### src/rtl/l2_pmem_write_buffer.sv
// Posted write buffer between the L2 memory-side wishbone and pmem_master.
// Writes retire into a small FIFO and drain when the bus is free; reads hit the FIFO or go to pmem.
module l2_pmem_write_buffer #(
  parameter int DEPTH = 2,
  parameter int AW    = 12,
  parameter int DW    = 128
) (
  input  logic                     CLK,
  input  logic                     RST_N,
  input  logic [AW-1:0]            s_ADR,
  input  logic [DW-1:0]            s_DAT_M,
  input  logic [DW/8-1:0]          s_SEL,
  input  logic                     s_CYC,
  input  logic                     s_STB,
  input  logic                     s_WE,
  output logic [DW-1:0]            s_DAT_S,
  output logic                     s_ACK,
  output logic                     s_RTY,
  output logic [AW-1:0]            m_ADR,
  output logic [DW-1:0]            m_DAT_M,
  output logic [DW/8-1:0]          m_SEL,
  output logic                     m_CYC,
  output logic                     m_STB,
  output logic                     m_WE,
  input  logic [DW-1:0]            m_DAT_S,
  input  logic                     m_ACK,
  input  logic                     m_RTY,
  output logic [1:0]               dbg_state,
  output logic [$clog2(DEPTH):0]   dbg_count
);

  localparam int SW = DW / 8;
  localparam int PW = $clog2(DEPTH);
  localparam int CW = PW + 1;
  localparam logic [CW-1:0] FULL = CW'(DEPTH);

  typedef enum logic [1:0] {IDLE = 2'd0, RD = 2'd1, WR = 2'd2, RESP = 2'd3} state_t;

  state_t          state;
  logic [DEPTH-1:0] ent_vld;
  logic [AW-1:0]   ent_adr [DEPTH];
  logic [DW-1:0]   ent_dat [DEPTH];
  logic [SW-1:0]   ent_sel [DEPTH];
  logic [PW-1:0]   head, tail;
  logic [CW-1:0]   count;

  // Handshake: a request is live while CYC&STB are high and s_ACK is low; the L2
  // holds ADR/DAT/SEL/WE stable until the single-cycle registered s_ACK, which
  // completes it. The pmem side is the mirror image: m_* stay fixed from STB rise to m_ACK.
  logic            req, wr_req, rd_req, pop;
  logic [CW-1:0]   count_pop;
  logic            rd_hit, rd_full, wr_hit;
  logic            go_rd, start_wr, drain_head, rd_fast, wr_alloc, wr_merge;
  logic [PW-1:0]   rd_idx, rd_pos, wr_idx, wr_pos;
  logic            unused_rty;

  assign unused_rty = m_RTY;
  assign s_RTY      = 1'b0;
  assign dbg_state  = state;
  assign dbg_count  = count;

  assign req       = s_CYC & s_STB & ~s_ACK;
  assign wr_req    = req & s_WE;
  assign rd_req    = req & ~s_WE;
  assign pop       = (state == WR) & m_ACK;
  assign count_pop = count - CW'(pop);

  // Youngest valid entry matching the request address, scanning oldest to newest.
  always_comb begin
    rd_hit = 1'b0;
    rd_idx = head;
    rd_pos = head;
    for (int k = 0; k < DEPTH; k++) begin
      rd_pos = head + PW'(k);
      if (CW'(k) < count && ent_vld[rd_pos] && ent_adr[rd_pos] == s_ADR) begin
        rd_hit = 1'b1;
        rd_idx = rd_pos;
      end
    end
  end

  assign rd_full    = &ent_sel[rd_idx];
  assign go_rd      = (state == IDLE) & rd_req & ~rd_hit & (count != FULL);
  assign start_wr   = (state == IDLE) & ~go_rd & (count != '0);
  assign drain_head = (state == WR) | start_wr;
  assign rd_fast    = rd_req & rd_hit & rd_full & ((state == IDLE) | (state == WR));

  // A head that is being (or about to be) written to pmem is frozen, so it is never a merge target.
  always_comb begin
    wr_hit = 1'b0;
    wr_idx = head;
    wr_pos = head;
    for (int k = 0; k < DEPTH; k++) begin
      wr_pos = head + PW'(k);
      if (CW'(k) < count && ent_vld[wr_pos] && ent_adr[wr_pos] == s_ADR &&
          !(drain_head && k == 0)) begin
        wr_hit = 1'b1;
        wr_idx = wr_pos;
      end
    end
  end

  assign wr_merge = wr_req & wr_hit;
  assign wr_alloc = wr_req & ~wr_hit & (count_pop < FULL);

  // Entry storage. Pop is applied before allocation so a full buffer can take a
  // write into the slot that frees in the same cycle.
  always_ff @(posedge CLK or negedge RST_N) begin
    if (!RST_N) begin
      ent_vld <= '0;
      head    <= '0;
      tail    <= '0;
      count   <= '0;
      for (int i = 0; i < DEPTH; i++) begin
        ent_adr[i] <= '0;
        ent_dat[i] <= '0;
        ent_sel[i] <= '0;
      end
    end else begin
      if (pop) begin
        ent_vld[head] <= 1'b0;
        head          <= head + PW'(1);
      end
      if (wr_alloc) begin
        ent_vld[tail] <= 1'b1;
        ent_adr[tail] <= s_ADR;
        ent_dat[tail] <= s_DAT_M;
        ent_sel[tail] <= s_SEL;
        tail          <= tail + PW'(1);
      end
      if (wr_merge) begin
        for (int b = 0; b < SW; b++) begin
          if (s_SEL[b]) ent_dat[wr_idx][8*b +: 8] <= s_DAT_M[8*b +: 8];
        end
        ent_sel[wr_idx] <= ent_sel[wr_idx] | s_SEL;
      end
      count <= count - CW'(pop) + CW'(wr_alloc);
    end
  end

  // Bus FSM with registered outputs on both sides.
  always_ff @(posedge CLK or negedge RST_N) begin
    if (!RST_N) begin
      state   <= IDLE;
      s_ACK   <= 1'b0;
      s_DAT_S <= '0;
      m_CYC   <= 1'b0;
      m_STB   <= 1'b0;
      m_WE    <= 1'b0;
      m_ADR   <= '0;
      m_DAT_M <= '0;
      m_SEL   <= '0;
    end else begin
      s_ACK <= wr_alloc | wr_merge;
      if (rd_fast) begin
        s_ACK   <= 1'b1;
        s_DAT_S <= ent_dat[rd_idx];
      end
      case (state)
        IDLE: begin
          if (go_rd) begin
            state   <= RD;
            m_CYC   <= 1'b1;
            m_STB   <= 1'b1;
            m_WE    <= 1'b0;
            m_ADR   <= s_ADR;
            m_SEL   <= s_SEL;
            m_DAT_M <= '0;
          end else if (start_wr) begin
            state   <= WR;
            m_CYC   <= 1'b1;
            m_STB   <= 1'b1;
            m_WE    <= 1'b1;
            m_ADR   <= ent_adr[head];
            m_SEL   <= ent_sel[head];
            m_DAT_M <= ent_dat[head];
          end
        end
        RD: begin
          if (m_ACK) begin
            state   <= RESP;
            s_ACK   <= 1'b1;
            s_DAT_S <= m_DAT_S;
            m_CYC   <= 1'b0;
            m_STB   <= 1'b0;
            m_ADR   <= '0;
            m_SEL   <= '0;
          end
        end
        WR: begin
          if (m_ACK) begin
            state   <= IDLE;
            m_CYC   <= 1'b0;
            m_STB   <= 1'b0;
            m_WE    <= 1'b0;
            m_ADR   <= '0;
            m_SEL   <= '0;
            m_DAT_M <= '0;
          end
        end
        default: state <= IDLE;
      endcase
    end
  end

endmodule

### config.mk
export PLATFORM = sky130hd
export DESIGN_NAME = l2_pmem_write_buffer
export DESIGN_NICKNAME = d
export VERILOG_FILES = /design/src/rtl/l2_pmem_write_buffer.sv
export SDC_FILE = /design/constraint.sdc
export NUM_CORES = 1
export LEC_CHECK = 0
export BUFFER_PORTS_ARGS = -buffer_cell sky130_fd_sc_hd__clkbuf_2
export CORE_ASPECT_RATIO = 1.5
export CORE_MARGIN = 2
export CORE_UTILIZATION = 30
export DETAILED_ROUTE_END_ITERATION = 7
export SYNTH_ARGS = -nofsm -noshare
export SYNTH_HDL_FRONTEND = slang
export SYNTH_SLANG_ARGS = --single-unit
### constraint.sdc
create_clock -name CLK -period 4.3 [get_ports CLK]
set_input_delay 0.86 -clock CLK [delete_from_list [all_inputs] [get_ports CLK]]
set_output_delay 0.86 -clock CLK [all_outputs]
set_load 0.1 [all_outputs]
### Yosys cells after proc, flatten, opt, wreduce, memory -nomap -nowiden

Cells that the tools add are included.
Widths: inputs -> output; s select.

* mux-type cells: 157
* $mul: 0
* add/sub/neg operators: 4
* shift operators: 0
* bitwise gates (word level): 32
* equal/unequal tests: 9
* reductions and logical operators: 19
* div/mod/pow operators: 0
* magnitude comparators: 14

Operators by type and width (number)
* $mux 256: 33
* $bwmux 256: 17
* $demux 128 s1: 17
* $mux 128: 14
* $pmux 128 s2: 1
* $mux 16: 12
* $mux 12: 10
* $mux 120: 1
* $mux 112: 1
* $mux 104: 1
* $mux 32: 3
* $mux 96: 1
* $mux 88: 1
* $mux 80: 1
* $mux 72: 1
* $bwmux 32: 2
* $mux 64: 1
* $mux 56: 1
* $mux 48: 1
* $mux 40: 1
* $demux 16 s1: 2
* $pmux 16 s2: 1
* $bwmux 24: 1
* $eq 12x12->1: 2
* 38 further kinds: 109

* memory bits (writable): 0
* logic and storage cells: 253
* latch bits: 0
* flip-flop bits (word level): 607
* memories kept: 0
* output and inout bits: 293
* bits in read-only memories: 0

### Depth between registers and ports, before layout

Gate-level depths: netlist of the first run.

* depth in word-level cells: 71
* depth in mapped cells: 14

### Worst setup path after synthesis of the first run

No wires, ideal clock.

* kind: register -> register
* start point: register state[0] (netlist: dbg_state[0])
* end point: register ent_dat[144] (netlist name)
* path slack: 528 ps
* cell stages (with the launch flop): 14
* period minus slack after synthesis: 3772 ps
* arrival: 3647 ps
* setup time: 125 ps
* data required time: 4175 ps
* path through: dfrtp_1 -> inv_1 -> ha_1 -> nand2_1 -> inv_1 -> ha_1 -> xnor2_1 -> nand2_1 -> a211oi_1 -> nor2b_1 -> buf_6 -> buf_4 -> a21oi_4 -> mux2_4

* elaborated cells on any way between the ends: 69
* those cells by class: add/sub (1); order compare (1); eq/ne (1); mux (51); bitwise (12); reduce/logical (3)

RTL lines
* start, declared: line 39 `state_t state;`
* start signal, assigned: line 144 `state <= IDLE;`
* start signal, assigned: line 162 `state <= RD;`
* start signal, assigned: line 170 `state <= WR;`
* $eq 2x2->1 (*): line 65 `assign pop = (state == WR) & m_ACK;`
* $and 1x1->1 (*): line 65
* via pop: line 50 `logic req, wr_req, rd_req, pop;`
* $sub 2x1->2 (*): line 66 `assign count_pop = count - CW'(pop);`
* $lt 2x2->1 (*): line 104 `assign wr_alloc = wr_req & ~wr_hit & (count_pop < FULL);`
* $and 1x1->1 (*): line 104
* $mux 256 (*): line 124 `if (wr_alloc) begin`
* $bwmux 256: line 133 `if (s_SEL[b]) ent_dat[wr_idx][8*b +: 8] <= s_DAT_M[8*b +: 8];`
* (+39 left out)
* $mux 256: line 133
* $mux 256: line 131 `if (wr_merge) begin`
* $bwmux 256: line 133
* $mux 256: line 133
* $mux 256: line 131
* $bwmux 256: line 133
* $mux 256: line 133
* $mux 256 (*): line 131
* end signal, assigned by index: line 127 `ent_dat[tail] <= s_DAT_M;`
* end signal, assigned by index: line 133
* end, declared: line 42 `logic [DW-1:0] ent_dat [DEPTH];`

Mark *: on every way through the listed nets, which the timed path passes. The rest lies on a longest branch. The select of a mux whose other input is x is not followed.
A chain may end at the register's enable or synchronous reset.

### Worst setup path after layout of the first run

* start point: register head
* end point: register ent_dat[192] (netlist name)

* longest elaborated chain between the ends: 71
* elaborated cells on any way between the ends: 107
* those cells by class: add/sub (1); order compare (2); eq/ne (2); mux (81); bitwise (14); reduce/logical (7)

RTL lines
* start, declared: line 44 `logic [PW-1:0] head, tail;`
* start signal, assigned: line 122 `head <= head + PW'(1);`
* $add 1x1->1 or $not 1->2 (tied branches)
* $not 1->2 (implied by the code) or $mux 12 (tied branches): line 75, 95
* $mux 12 (implied by the code) (2 in series): line 75, 95
* $mux 12 (implied by the code) or $eq 12x12->1 (tied branches): line 75, 95
* $eq 12x12->1 or $logic_and 1x1->1 (tied branches): line 75, 95
* $logic_and 1x1->1 or $mux 1 (tied branches): line 75, 95
* $mux 1: line 75 `if (CW'(k) < count && ent_vld[rd_pos] && ent_adr[rd_pos] == s_ADR) begin`
* $not 1->1: line 83 `assign go_rd = (state == IDLE) & rd_req & ~rd_hit & (count != FULL);`
* (+54 left out)
* $mux 256: line 133
* $mux 256: line 131
* $bwmux 256: line 133
* $mux 256: line 133
* $mux 256: line 131
* $bwmux 256: line 133
* $mux 256: line 133
* $mux 256 (*): line 131

Every way passes the cells marked *; elsewhere a longest branch is shown, timed or not. The select of a mux whose other input is x is not followed.

==> flow_summary.rst, run 1 <==
.. list-table::
   :header-rows: 1

   * - Metric
     - Value
   * - Root Driver
     - sky130_fd_sc_hd__clkbuf_16
   * - Clock insertion delay at the later pin of the skew report
     - 650 ps
   * - Vertical die dimension
     - 382 um
   * - Required time reported for the critical path endpoint
     - 4820 ps
   * - Syn nets
     - 2778
   * - Synth-to-layout area growth
     - 23.9%
   * - Largest stage delay, worst path
     - 950 ps
   * - Crit path DAT
     - 4590 ps
   * - Final period util
     - 94.7%
   * - Static Leak
     - 16.2 nW
   * - Post-cts gate resize count
     - 0
   * - Actual slew at the worst max-slew pin
     - 1280 ps
   * - Number of hold buffers added after CTS
     - 0
   * - Path type of the worst setup path
     - reg -> reg
   * - Reg clk slew, reported paths
     - 50 ps
   * - Effective utilization at floorplan
     - 30.3%
   * - Setup violation total in the final timing report
     - 0
   * - Crit path max-delay cell type
     - sky130_fd_sc_hd__a21oi_2
   * - Number of nets in the layout
     - 3299
   * - # IOs
     - 584
   * - CTS tree
     - done
   * - Fraction of the yosys area taken by sequential cells
     - 53.2%
   * - Iter 0 DRT Violations
     - 1555
   * - Flop2flop setup slack
     - 230 ps
   * - Highest achievable clock rate
     - 246 MHz
   * - Asr flop ratio synth
     - 100%
   * - Final routed wirelength across all metal layers
     - 109 mm
   * - Worst Skew
     - 14.0 ps
   * - Count of flip-flops with a built-in enable after synthesis
     - 0
   * - Syn Inst Count
     - 2481
   * - Critical path's most frequent cell
     - sky130_fd_sc_hd__buf_4
   * - Count of warnings emitted by yosys
     - 0
   * - Detailed-route via count
     - 22700
   * - Terminus of the critical flop-to-flop path
     - ent_dat[192]
   * - Final total negative setup slack
     - 0 ps
   * - Fin. max-slew vios
     - 0
   * - GPL Wtd Cong
     - 0.839
   * - Worst-case setup margin in the final layout
     - 230 ps
   * - Max clock buf depth
     - 3
   * - Count of cell types in the netlist
     - 50
   * - Clock H-tree levels
     - 3
   * - Num CTS Buffers
     - 66
   * - Storage element area
     - 15200 sq um
   * - Setup Fix Bufs, Post-CTS
     - 0
   * - Total routing resource utilization after global routing
     - 21.9%
   * - Mean area per synthesized cell
     - 11.5 sq um
   * - Hold Violations, Final
     - 0
   * - Sort of element at the end of the critical path
     - flip-flop
   * - Max_slew headroom
     - 14.4%
   * - Die W
     - 256 um
   * - Critical path destination
     - ent_dat[192]
   * - Antenna violations before repair
     - 13
   * - Hpwl dp
     - 73.6 mm
   * - Layout fillers
     - 9505
   * - Number of global-route vias before repair
     - 22900
   * - Share of cells above drive strength 1
     - 35.1%
   * - Worst min-delay path category
     - in -> async
   * - Core box area
     - 94300 sq um
   * - Post-detailed-route via-to-cell ratio
     - 5.26
   * - Critical Path Source
     - head
   * - Highest-count cells in the layout ignoring fill and taps
     - sky130_fd_sc_hd__dfrtp_1 (606), sky130_fd_sc_hd__clkbuf_2 (580), sky130_fd_sc_hd__nor3_1 (257)
   * - Multi-input logic area
     - 12500 sq um
   * - Unrepaired setup endpoints after global routing
     - no
   * - Maximum fanout count along the critical path
     - 21
   * - Worst-case reg-to-reg path depth
     - 11
   * - Detail-routed net length per standard cell
     - 25.1 um
   * - Post-Syn Area
     - 28500 sq um
   * - Worst voltage drop across the vdd grid
     - 0.600 mV
   * - Pin count of the biggest net entering global routing
     - 129
   * - Most common cell after layout, fill and taps aside
     - sky130_fd_sc_hd__dfrtp_1
   * - Total iterations of the first detailed-routing run
     - 5
   * - List of cells traversed by the critical path
     - buf_4 -> mux2i_1 -> xor2_1 -> nand4_1 -> nor4_4 -> buf_4 -> xnor2_2 -> nor3_4 -> buf_12 -> a21oi_2 -> mux2_2
   * - Number of placement rows
     - 138
   * - Floorplan die area
     - 97700 sq um
   * - Reg2reg start
     - head
   * - Worst setup slack before clock tree synthesis
     - 179 ps
   * - Post-route ant nets
     - 0
   * - Global route overflow
     - 0
   * - Pwr dens
     - 927 nW/um^2
   * - Maxcap violations
     - 0
   * - Status
     - completed
   * - Final core utilization
     - 37.5%
   * - Primary FF master, synth
     - sky130_fd_sc_hd__dfrtp_1
   * - Total clock sinks
     - 607
   * - DRC
     - 0
   * - Wire length of the first global-routing pass
     - 159 mm
   * - IO buf count
     - 581
   * - Flip-flop and latch count after synthesis
     - 607
   * - CP Launch Type
     - flip-flop
   * - Final critical delay including setup and external delays
     - 4070 ps
[through the flow]
stage	power, mW	std cells	hold slack, ps	cell area, sq um
floorplan	22.8	2481	467	28500
global placement	27.0	4194	472	33200
detailed placement	27.2	4194	472	33200
CTS	33.1	4310	289	35300
global route	34.3	4320	341	35400
finish	32.8	4321	303	35400
[Yosys cell counts (4+ instances only)]
| cell | n | area share (%) |
|---|---|---|
| sky130_fd_sc_hd__nand3_1 | 7 | 0.12 |
| sky130_fd_sc_hd__nor2_1 | 4 | 0.053 |
| sky130_fd_sc_hd__o31ai_1 | 128 | 3.4 |
| sky130_fd_sc_hd__a22o_1 | 33 | 1.0 |
| sky130_fd_sc_hd__nor3_1 | 257 | 4.5 |
| sky130_fd_sc_hd__xnor2_1 | 6 | 0.18 |
| sky130_fd_sc_hd__buf_6 | 5 | 0.20 |
| sky130_fd_sc_hd__mux2_4 | 24 | 1.3 |
| sky130_fd_sc_hd__o21a_1 | 130 | 3.4 |
| sky130_fd_sc_hd__buf_4 | 5 | 0.13 |
| sky130_fd_sc_hd__dfrtp_1 | 607 | 53 |
| sky130_fd_sc_hd__ha_1 | 6 | 0.26 |
| sky130_fd_sc_hd__xor2_1 | 24 | 0.74 |
| sky130_fd_sc_hd__buf_1 | 5 | 0.066 |
| sky130_fd_sc_hd__nand2_1 | 243 | 3.2 |
| sky130_fd_sc_hd__a21oi_2 | 12 | 0.37 |
| sky130_fd_sc_hd__mux2i_1 | 170 | 6.0 |
| sky130_fd_sc_hd__inv_1 | 9 | 0.12 |
| sky130_fd_sc_hd__o2bb2ai_1 | 156 | 4.8 |
| sky130_fd_sc_hd__nand4_1 | 10 | 0.22 |
| sky130_fd_sc_hd__clkbuf_1 | 160 | 2.1 |
| sky130_fd_sc_hd__a21oi_4 | 20 | 1.1 |
| sky130_fd_sc_hd__o21ai_0 | 32 | 0.56 |
| sky130_fd_sc_hd__a21oi_1 | 133 | 2.3 |
| sky130_fd_sc_hd__buf_2 | 27 | 0.47 |
| sky130_fd_sc_hd__mux2_2 | 232 | 9.2 |
[final cells by class]
| cell class | instances | area share [%] |
|---|---|---|
| timing repair buffer | 659 | 10.8 |
| tap | 1260 | 4.46 |
| clock inverter | 16 | 0.421 |
| inverter | 9 | 0.0955 |
| sequential | 607 | 43.0 |
| antenna | 11 | 0.0778 |
| clock buffer | 100 | 5.66 |
| multi-input combinational | 1659 | 35.5 |
[report_power, final]
group	switching [mW]	internal, mW	total, mW
clock	2.47	3.29	5.77
combinational	12.8	4.23	17.0
sequential	1.79	8.22	10.0
total	17.0	15.7	32.8
[worst min path at each step]
stage                     start            to  slack (ps)  cells after the start
floorplan            ent_adr[0]    ent_adr[0]         470                      2
global placement    m_DAT_M[55]   m_DAT_M[55]         470                      1
detailed placement  m_DAT_M[27]   m_DAT_M[27]         470                      1
CTS                       RST_N  s_DAT_S[119]         290                      1
global route              RST_N   s_DAT_S[10]         340                      1
finish                    RST_N  s_DAT_S[119]         300                      1
[per-layer routing]
| layer | global-route usage (%) | vias to the layer above | routed length, um |
|---|---|---|---|
| li1 | - | 10200 | - |
| met1 | 27.1 | 11600 | 44600 |
| met2 | 36.9 | 762 | 53400 |
| met3 | 4.98 | 159 | 6890 |
| met4 | 8.59 | 6 | 3580 |
| met5 | 0 | - | 40 |
[cell families after synthesis]
logic type / Yosys count / share of synthesized area (%)
XOR/XNOR: 30 / 0.920
adder cells (fa/ha/maj): 6 / 0.263
flip-flops: 607 / 53.2
buffers and inverters: 215 / 3.23
AND/OR/NAND/NOR: 543 / 8.76
other: 1 / 0.0131
multiplexers: 427 / 16.4
AO/OA/AOI/OAI: 652 / 17.2
[critical path, delay by kind of cell, from the launching register on]
kind                   cells  cell delay (ps)
buffers and inverters      3              660
XOR/XNOR                   2              330
multiplexers               2              650
AND/OR/NAND/NOR            3              670
flip-flops                 1              650
AO/OA/AOI/OAI              1              950
[registers in the layout, summed over array words and instances, names as in the netlist, 2 cells and up]
name and count:
ent_adr 24, dbg_count 2, ent_vld 2, m_ADR 12
dbg_state 2, ent_dat 256, m_DAT_M 128, ent_sel 32
m_SEL 16, s_DAT_S 128
Power figures use the tool's default switching activity.
==> inputs of run 2 (changes only) <==
Settings changed: ABC_AREA set to 1.
==> flow_summary.rst, run 2 <==
.. list-table::
   :header-rows: 1

   * - Metric
     - Value
   * - Worst voltage drop across the vdd grid
     - 0.723 mV (was 0.600 mV)
   * - Asr flop ratio synth
     - 100% (unchanged)
   * - Share of cells above drive strength 1
     - 14.8% (was 35.1%)
   * - Count of cell types in the netlist
     - 36 (was 50)
   * - Num CTS Buffers
     - 71 (was 66)
   * - Final total negative setup slack
     - 0 ps (unchanged)
   * - IO buf count
     - 581 (unchanged)
   * - Number of nets in the layout
     - 6355 (was 3299)
   * - Vertical die dimension
     - 431 um (was 382 um)
   * - Total iterations of the first detailed-routing run
     - 8 (was 5)
   * - Syn Inst Count
     - 5576 (was 2481)
   * - Crit path DAT
     - 4570 ps (was 4590 ps)
   * - Dominant cells by area after synthesis
     - sky130_fd_sc_hd__dfrtp_1 (42%), sky130_fd_sc_hd__nand2_1 (25%), sky130_fd_sc_hd__o21ai_0 (9.4%) (was sky130_fd_sc_hd__dfrtp_1 (53%), sky130_fd_sc_hd__mux2_2 (9.2%), sky130_fd_sc_hd__mux2i_1 (6.0%))
   * - Setup Fix Bufs, Post-CTS
     - 0 (unchanged)
   * - Post-route ant nets
     - 0 (unchanged)
   * - Most used standard cell by instance count after synthesis
     - sky130_fd_sc_hd__nand2_1 (was sky130_fd_sc_hd__dfrtp_1)
   * - Most used standard cells in the synthesized netlist
     - sky130_fd_sc_hd__nand2_1 (2475), sky130_fd_sc_hd__inv_1 (770), sky130_fd_sc_hd__o21ai_0 (689) (was sky130_fd_sc_hd__dfrtp_1 (607), sky130_fd_sc_hd__nor3_1 (257), sky130_fd_sc_hd__nand2_1 (243))
   * - Post-detailed-route via-to-cell ratio
     - 4.87 (was 5.26)
   * - Max_slew headroom
     - 9.59% (was 14.4%)
   * - Core box area
     - 121000 sq um (was 94300 sq um)
   * - Effective utilization at floorplan
     - 30.3% (about the same)
   * - Critical path's most frequent cell
     - sky130_fd_sc_hd__nand2_1 (was sky130_fd_sc_hd__buf_4)
   * - Total met3 wirelength after detailed routing
     - 10.2 mm (was 6.89 mm)
   * - Critical path destination
     - ent_dat[207] (was ent_dat[192])
   * - Most common cell after layout, fill and taps aside
     - sky130_fd_sc_hd__nand2_1 (was sky130_fd_sc_hd__dfrtp_1)
   * - Setup violation total in the final timing report
     - 0 (unchanged)
   * - GPL Wtd Cong
     - 0.942 (was 0.839)
   * - Unrepaired setup endpoints after global routing
     - no (unchanged)
   * - Number of global-route vias before repair
     - 35300 (was 22900)
   * - Primary FF master, synth
     - sky130_fd_sc_hd__dfrtp_1 (unchanged)
   * - Cell type with the largest total area after synthesis
     - sky130_fd_sc_hd__dfrtp_1 (unchanged)
   * - Mean area per synthesized cell
     - 6.55 sq um (was 11.5 sq um)
   * - Number of placement rows
     - 156 (was 138)
   * - Terminus of the critical flop-to-flop path
     - ent_dat[207] (was ent_dat[192])
   * - Pin count of the biggest net entering global routing
     - 163 (was 129)
   * - Highest-count cells in the layout ignoring fill and taps
     - sky130_fd_sc_hd__nand2_1 (2473), sky130_fd_sc_hd__inv_1 (768), sky130_fd_sc_hd__o21ai_0 (687) (was sky130_fd_sc_hd__dfrtp_1 (606), sky130_fd_sc_hd__clkbuf_2 (580), sky130_fd_sc_hd__nor3_1 (257))
   * - Worst min-delay path category
     - in -> async (unchanged)
   * - Met1 WL
     - 64.0 mm (was 44.6 mm)
   * - Maxcap violations
     - 0 (unchanged)
   * - Global route overflow
     - 0 (unchanged)
   * - Worst-case reg-to-reg path depth
     - 20 (was 11)
   * - Iter 0 DRT Violations
     - 3123 (was 1555)
   * - Number of hold buffers added after CTS
     - 0 (unchanged)
   * - Total routing resource utilization after global routing
     - 24.6% (was 21.9%)
   * - Flip-flop count of the largest register, all copies and words added
     - 256 (unchanged)
   * - Pwr dens
     - 920 nW/um^2 (was 927 nW/um^2)
   * - Clock insertion delay at the later pin of the skew report
     - 700 ps (was 650 ps)
   * - Flip-flop and latch count after synthesis
     - 607 (unchanged)
   * - Count of warnings emitted by yosys
     - 0 (unchanged)
   * - Post-cts gate resize count
     - 0 (unchanged)
   * - Hold Violations, Final
     - 0 (unchanged)
   * - Final period util
     - 93.0% (was 94.7%)
   * - Status
     - completed (unchanged)
   * - CTS tree
     - done (unchanged)
   * - # IOs
     - 584 (unchanged)
   * - DRC
     - 0 (unchanged)
   * - Overall power of the completed layout
     - 40.4 mW (was 32.8 mW)
   * - Detailed-route via count
     - 37500 (was 22700)
   * - Static Leak
     - 24.7 nW (was 16.2 nW)
   * - Reg clk slew, reported paths
     - 60 ps (was 50 ps)
   * - Critical Path Source
     - head (unchanged)
   * - Reg2reg start
     - head (unchanged)
   * - Antenna violations before repair
     - 34 (was 13)
   * - Post-Syn Area
     - 36500 sq um (was 28500 sq um)
   * - Register with the most flip-flops
     - ent_dat (unchanged)
   * - Wire length of the first global-routing pass
     - 229 mm (was 159 mm)
   * - Path type of the worst setup path
     - reg -> reg (unchanged)
   * - Crit path max-delay cell type
     - sky130_fd_sc_hd__dfrtp_4 (was sky130_fd_sc_hd__a21oi_2)
   * - List of cells traversed by the critical path
     - buf_4 -> buf_4 -> nand2_1 -> nand2_1 -> xor2_1 -> nand2b_1 -> nor2_1 -> nand2_1 -> nand2_1 -> inv_2 -> nand2_4 -> nand3_2 -> nand2_1 -> nand2_4 -> buf_4 -> nand4_2 -> inv_1 -> nand2_1 -> nand2_1 -> inv_1 (was buf_4 -> mux2i_1 -> xor2_1 -> nand4_1 -> nor4_4 -> buf_4 -> xnor2_2 -> nor3_4 -> buf_12 -> a21oi_2 -> mux2_2)
   * - Actual slew at the worst max-slew pin
     - 1340 ps (was 1280 ps)
   * - Top cell type's share of synthesized area
     - 41.6% (was 53.2%)
   * - Maximum fanout count along the critical path
     - 24 (was 21)
   * - Synth-to-layout area growth
     - 20.4% (was 23.9%)
   * - Die W
     - 289 um (was 256 um)
   * - Detail-routed net length per standard cell
     - 20.2 um (was 25.1 um)
   * - Final routed wirelength across all metal layers
     - 155 mm (was 109 mm)
   * - Fin. max-slew vios
     - 0 (unchanged)
   * - Root Driver
     - sky130_fd_sc_hd__clkbuf_16 (unchanged)
   * - Max clock buf depth
     - 3 (unchanged)
   * - Largest stage delay, worst path
     - 560 ps (was 950 ps)
   * - Required time reported for the critical path endpoint
     - 4870 ps (was 4820 ps)
   * - Flop2flop setup slack
     - 300 ps (was 230 ps)
   * - Worst Skew
     - 37.6 ps (was 14.0 ps)
   * - Floorplan die area
     - 125000 sq um (was 97700 sq um)
   * - Highest metal layer used by the detailed router
     - met5 (unchanged)
   * - Sort of element at the end of the critical path
     - flip-flop (unchanged)
   * - Fraction of the yosys area taken by sequential cells
     - 41.6% (was 53.2%)
   * - Final critical delay including setup and external delays
     - 4000 ps (was 4070 ps)
   * - Total clock sinks
     - 607 (unchanged)
   * - Syn nets
     - 5873 (was 2778)
   * - Wire length on met2
     - 72.6 mm (was 53.4 mm)
   * - CP Launch Type
     - flip-flop (unchanged)
   * - Hpwl dp
     - 113 mm (was 73.6 mm)
   * - Registers with the highest flip-flop counts
     - ent_dat x256, m_DAT_M x128, s_DAT_S x128 (unchanged)
   * - Clock H-tree levels
     - 3 (unchanged)
   * - Count of flip-flops with a built-in enable after synthesis
     - 0 (unchanged)
   * - Highest achievable clock rate
     - 250 MHz (was 246 MHz)
run 2: changes by cell type in the layout (fill, tap and decap cells not counted), sizes merged, moves of 141 or more:
cell,delta
a21oi,-164
nand2,+2245
nor3,-258
o21ai,+659
o2bb2ai,-156
inv,+764
mux2,-257
nand3,+530
mux2i,-141
run 2: worst min-delay path by stage:
| stage | endpoint | slack, ps | cells after the start |
|---|---|---|---|
| after floorplan | ent_sel[0] | 450 | 2 |
| after global placement | ent_sel[9] | 460 | 2 |
| after detailed placement | ent_sel[0] | 470 | 2 |
| after CTS | s_DAT_S[26] | 240 | 1 |
| after global routing | s_DAT_S[112] | 290 | 1 |
| final | s_DAT_S[112] | 250 | 1 |
run 2: logic make-up after synthesis:
group	synth area share, %
flops	41.6
xor+xnor	0.144
other cells	0.0103
simple gates	35.3
mux	0.795
buf+inv	12.0
fa+ha+maj	0.206
compound gates	9.89
run 2: per-layer routing:
layer / vias to the layer above / GRT usage (%)
li1: 18200 / -
met1: 17700 / 31.1
met2: 1339 / 40.2
met3: 310 / 4.29
met4: 32 / 12.5
met5: - / 0
run 2: worst max-delay path: cells and delay by family, from the launching register on:
| kind | cells | cell delay [ps] |
|---|---|---|
| xor gates and xnor gates | 1 | 240 |
| buffers and inverters | 6 | 1430 |
| DFF | 1 | 560 |
| and+or+nand+nor | 13 | 1640 |
run 2: final cells by class:
type                            count  area (sq um)
Tap cell                         1580          1980
Multi-Input combinational cell   3894         17000
Clock inverter                     26           403
Fill cell                       12900         76700
Antenna cell                       15          37.5
Timing Repair Buffer              708          4300
Inverter                          776          2930
Clock buffer                       99          2110
Sequential cell                   607         15200
run 2: report_power, final:
part	internal [mW]	total, mW	switching [mW]
registers	8.33	10.3	1.94
logic	5.16	23.5	18.3
clock network	3.93	6.69	2.76
total	17.4	40.4	23.0
run 2: through the flow:
| step | setup WS, ps | hold WS (ps) | std cells | instance area, sq um | util [%] |
|---|---|---|---|---|---|
| after floorplan | 1220 | 452 | 5576 | 36500 | - |
| after global placement | 206 | 463 | 7565 | 41400 | 34.3 |
| after detailed placement | 273 | 473 | 7565 | 41400 | 34.3 |
| after CTS | 329 | 236 | 7690 | 43900 | 36.4 |
| after global routing | 66.4 | 292 | 7699 | 43900 | 36.4 |
| final | 299 | 248 | 7705 | 43900 | 36.4 |
